--- config.mk ---
export PLATFORM = sky130hd
export DESIGN_NAME = univ_shift_reg
export DESIGN_NICKNAME = d
export VERILOG_FILES = /design/src/rtl/univ_shift_reg.sv
export SDC_FILE = /design/constraint.sdc
export NUM_CORES = 1
export LEC_CHECK = 0
export CAP_MARGIN = 25
export CORE_UTILIZATION = 41
export CTS_CLUSTER_DIAMETER = 120
export CTS_CLUSTER_SIZE = 25
export DETAILED_ROUTE_END_ITERATION = 8
export MAX_ROUTING_LAYER = met4
export PLACE_DENSITY = 0.81
export SYNTH_ARGS = -nofsm -noshare
export SYNTH_HDL_FRONTEND = slang
export SYNTH_SLANG_ARGS = --single-unit
export TNS_END_PERCENT = 30
--- constraint.sdc ---
create_clock -name clk -period 1.6 [get_ports clk]
set_input_delay 0.24 -clock clk [delete_from_list [all_inputs] [get_ports clk]]
set_output_delay 0.24 -clock clk [all_outputs]
set_load 0.005 [all_outputs]
--- src/rtl/univ_shift_reg.sv ---
// rtl/univ_shift_reg.sv - universal shift register with single-step and counted-burst operation
// Modes: hold, load, shift, rotate, arithmetic shift, sync clear. Bursts use start/busy/done.
module univ_shift_reg #(
  parameter int WIDTH = 8,
  parameter int CNT_W = 4
) (
  input  logic             clk,
  input  logic             clear,
  input  logic             en,
  input  logic [2:0]       mode,
  input  logic [WIDTH-1:0] d,
  input  logic             sin_r,
  input  logic             sin_l,
  input  logic             start,
  input  logic [CNT_W-1:0] amount,
  output logic [WIDTH-1:0] q,
  output logic             sout_msb,
  output logic             sout_lsb,
  output logic             busy,
  output logic             done
);

  localparam logic [0:0] IDLE = 1'b0;
  localparam logic [0:0] RUN  = 1'b1;

  localparam logic [2:0] M_HOLD = 3'b000;
  localparam logic [2:0] M_LOAD = 3'b001;
  localparam logic [2:0] M_SHL  = 3'b010;
  localparam logic [2:0] M_SHR  = 3'b011;
  localparam logic [2:0] M_ROTL = 3'b100;
  localparam logic [2:0] M_ROTR = 3'b101;
  localparam logic [2:0] M_ASHR = 3'b110;
  localparam logic [2:0] M_CLR  = 3'b111;

  logic [0:0]       state;
  logic [2:0]       op_r;
  logic [CNT_W-1:0] cnt;
  logic [2:0]       step_op;
  logic [WIDTH-1:0] q_step;

  // Bursts replay the latched op; single steps use the live mode input.
  assign step_op = (state == RUN) ? op_r : mode;

  always_comb begin
    q_step = q;
    case (step_op)
      M_HOLD:  q_step = q;
      M_LOAD:  q_step = d;
      M_SHL:   q_step = {q[WIDTH-2:0], sin_r};
      M_SHR:   q_step = {sin_l, q[WIDTH-1:1]};
      M_ROTL:  q_step = {q[WIDTH-2:0], q[WIDTH-1]};
      M_ROTR:  q_step = {q[0], q[WIDTH-1:1]};
      M_ASHR:  q_step = {q[WIDTH-1], q[WIDTH-1:1]};
      M_CLR:   q_step = '0;
      default: q_step = q;
    endcase
  end

  always_ff @(posedge clk or posedge clear) begin
    if (clear) begin
      state <= IDLE;
      op_r  <= M_HOLD;
      cnt   <= '0;
      q     <= '0;
      busy  <= 1'b0;
      done  <= 1'b0;
    end else begin
      done <= 1'b0;
      case (state)
        IDLE: begin
          if (start) begin
            op_r <= mode;
            cnt  <= amount;
            if (amount != '0) begin
              state <= RUN;
              busy  <= 1'b1;
            end else begin
              done <= 1'b1;
            end
          end else if (en) begin
            q <= q_step;
          end
        end
        RUN: begin
          q   <= q_step;
          cnt <= cnt - 1'b1;
          if (cnt == {{(CNT_W-1){1'b0}}, 1'b1}) begin
            state <= IDLE;
            busy  <= 1'b0;
            done  <= 1'b1;
          end
        end
        default: state <= IDLE;
      endcase
    end
  end

  assign sout_msb = q[WIDTH-1];
  assign sout_lsb = q[0];

endmodule

==> results.cfg <==
[finish]
nFillCells = 226
diodes = 0
multi_input_area_um2 = 602
area_growth_pct = 48.0
finalInstanceArea_um2 = 1620
final_layout_size_suffix_gt1_share_pct = 20.0
fin_nets = 194
regArea_um2 = 452
finish.utilization_pct = 64.7
final_cells = 200

[synth]
async_flop_share_pct = 100
synth-seq-cells = 18
syn_nets = 144
synthDistinctLibCells = 35
syn_inst = 121
syn_avg_cell_area_um2 = 9.03
ys_seq_area_share_pct = 41.2
synth-edff-count = 0
syn-cell-area_um2 = 1090
synthFlopType = dfrtp_1
synth_warnings = 0

[place]
portBuffers = 32
dp_hpwl_um = 2260
dpl.cell_count = 193
placed_area_um2 = 1520
gp_congestion = 0.794
dp_slack_ns = -0.292

[sta]
fin_hold_ws_ns = 0.244
finalHoldViolCount = 0
rsz0062_at_grt = true
finalCriticalPeriod_ns = 1.60
tightest_slew_ns = 0.355
worst_slack_ns = -0.00239
setup_viol_count_final = 1
final-max-slew-violation-count = 0
fin_crit_sh_pct = 100
tns_ns = -0.00239
max_freq_mhz = 624
fin_skew_ns = 0.00939
slew_headroom_pct = 76.1

[drt]
via_per_inst = 5.63
firstDrtPassIters = 4
routed_wirelength_um = 2850
num_vias = 1125
drtAntennaViolNets = 0
drc_errors = 0
routedWlPerCell_um = 14.2
drtIter0Drc = 10

[job]
drv_cap = 0

[power]
power_switching_mw = 1.31
power_density_nw_per_um2 = 2000
combPwrFrac_pct = 62.4
totalPowerFinal_mw = 3.23
clockPowerShare_pct = 8.8
peakVddDrop_v = 0.00113
internal_power_mw = 1.92
pwr-share-seq_pct = 28.8
p_leak_nw = 0.723
sw_frac_of_total_pct = 40.7

[cts]
cts.path.max_buffers = 2
clock-root-buffer = clkbuf_4
hold_buffers = 0
numCtsBuffers = 3
tritoncts = built
path_clk_slew_ns = 0.11
cts_num_sinks = 18
ctsHtreeMaxLevel = 1
clock_latency_ns = 0.30

[setup_path]
critPathSlowestCell = dfrtp_2
crit_type = register to register
critPathRequiredTime_ns = 1.80
critPathBufInv = 0
arrival_ns = 1.80
worstPathCellList = o32a_1 -> o21ai_4 -> nor3_2 -> a32o_1
crit_fanout = 6
startpoint_type = register
setup.worst_path.end_class = register
cp_top_family = compound AO/OA/AOI/OAI gates
cp_slowest_stage_delay_ns = 0.48

[die]
rows = 18
pin_count = 33
core_area_um2 = 2500
fp.dieH_um = 53.6
start_util_pct = 43.7
dieArea_um2 = 2870
dieWidth_um = 53.6

[global_route]
grt.overflow.total = 0
first_global_vias = 1097
track_usage_pct = 23.0
grt_max_degree = 19
antenna_found_initial = 0
grt_pass1_wl_um = 4490

[status]
violations = negative setup slack
status = finished, violations left

[worst_hold_path]
min_path_type = input pin to async pin
[final timing paths]
kind,depth (start not counted),from,slack (ns),to
hold reg to reg,1,busy$_DFFE_PP0P_,0.51,busy$_DFFE_PP0P_
max in group asynchronous,3,clear,1.13,state$_DFF_PP0_
min in group clk,1,busy$_DFFE_PP0P_,0.51,busy$_DFFE_PP0P_
setup / recovery,4,state$_DFF_PP0_,-0.002,q[7]$_DFFE_PP0P_
setup reg to reg,4,state$_DFF_PP0_,-0.002,q[7]$_DFFE_PP0P_
hold / removal,3,clear,0.24,op_r[0]$_DFFE_PP0P_
[worst reg2reg max path: stages (launching register included)]
cell     delay, ns
dfrtp_2       0.48
o32a_1        0.45
o21ai_4       0.28
nor3_2        0.06
a32o_1        0.24
[kinds of logic after synthesis]
logic type                 synth area share [%]
and+or+nand+nor                            17.6
AOI/OAI and AO/OA                          24.7
DFF                                        41.2
buffers and inverters                      6.64
muxes                                      5.04
xor gates and xnor gates                   2.41
adders and majority gates                  2.29
[what timing repair did]
item                       in CTS  in global routing
setup endpoints to repair       0                  7
setup buffers                   0                  2
resized for setup               0                  9
[metal layers]
| layer | vias to the layer above | track usage (%) | share of wire, % |
|---|---|---|---|
| li1 | 536 | - | - |
| met1 | 534 | 23.4 | 40 |
| met2 | 47 | 41.9 | 52 |
| met3 | 8 | 3.67 | 6.0 |
| met4 | 0 | 12.7 | 2.5 |
| met5 | - | - | 0 |
[power by group through the flow]
stage	combinational, mW	sequential [mW]	clock (mW)
finish	2.02	0.932	0.284
global route	2.21	0.961	0.316
CTS	1.84	0.911	0.296
detailed placement	1.83	0.921	0
global placement	1.75	0.901	0
floorplan	1.17	0.867	0
[synthesized netlist by cell type (2+ instances only)]
cell type	n	area, µm²
nor3_1	3	15.0
inv_1	6	22.5
a21oi_1	3	15.0
buf_4	3	22.5
nand3_1	2	10.0
a21o_1	2	15.0
buf_6	2	22.5
nor2_1	15	56.3
a32o_1	2	20.0
ha_1	2	25.0
a221oi_1	6	52.6
o31ai_1	6	45.0
a22oi_1	2	15.0
dfrtp_1	18	450
o21ai_0	4	20.0
xor2_1	2	17.5
nand2_1	23	86.3
mux2i_1	3	30.0
[state kept, by name (all words and copies together) (netlist names)]
register  flops
q             8
cnt           4
op_r          3
busy          1
done          1
state         1
[placed cells by master (no fill, tap or decap), types with 2 or more instances in the layout]
cell	n
clkdlybuf4s50_1	32
nand2_1	23
buf_4	18
dfrtp_1	17
nor2_1	15
o31ai_1	6
inv_1	5
o21ai_0	4
a221oi_1	4
mux2i_1	3
a21oi_1	3
clkbuf_4	3
nor3_1	2
nand3_1	2
a21o_1	2
xor2_1	2
a22oi_1	2
a32o_1	2
a221oi_2	2
ha_1	2
[cell type report]
| type | instances | area share [%] |
|---|---|---|
| clock buffer | 4 | 2.24 |
| inverter | 6 | 1.39 |
| multi-input combinational | 91 | 37.2 |
| sequential | 18 | 27.9 |
| tap | 30 | 2.32 |
| timing repair buffer | 51 | 28.9 |
No activity file was read; power rests on OpenSTA's default activity.
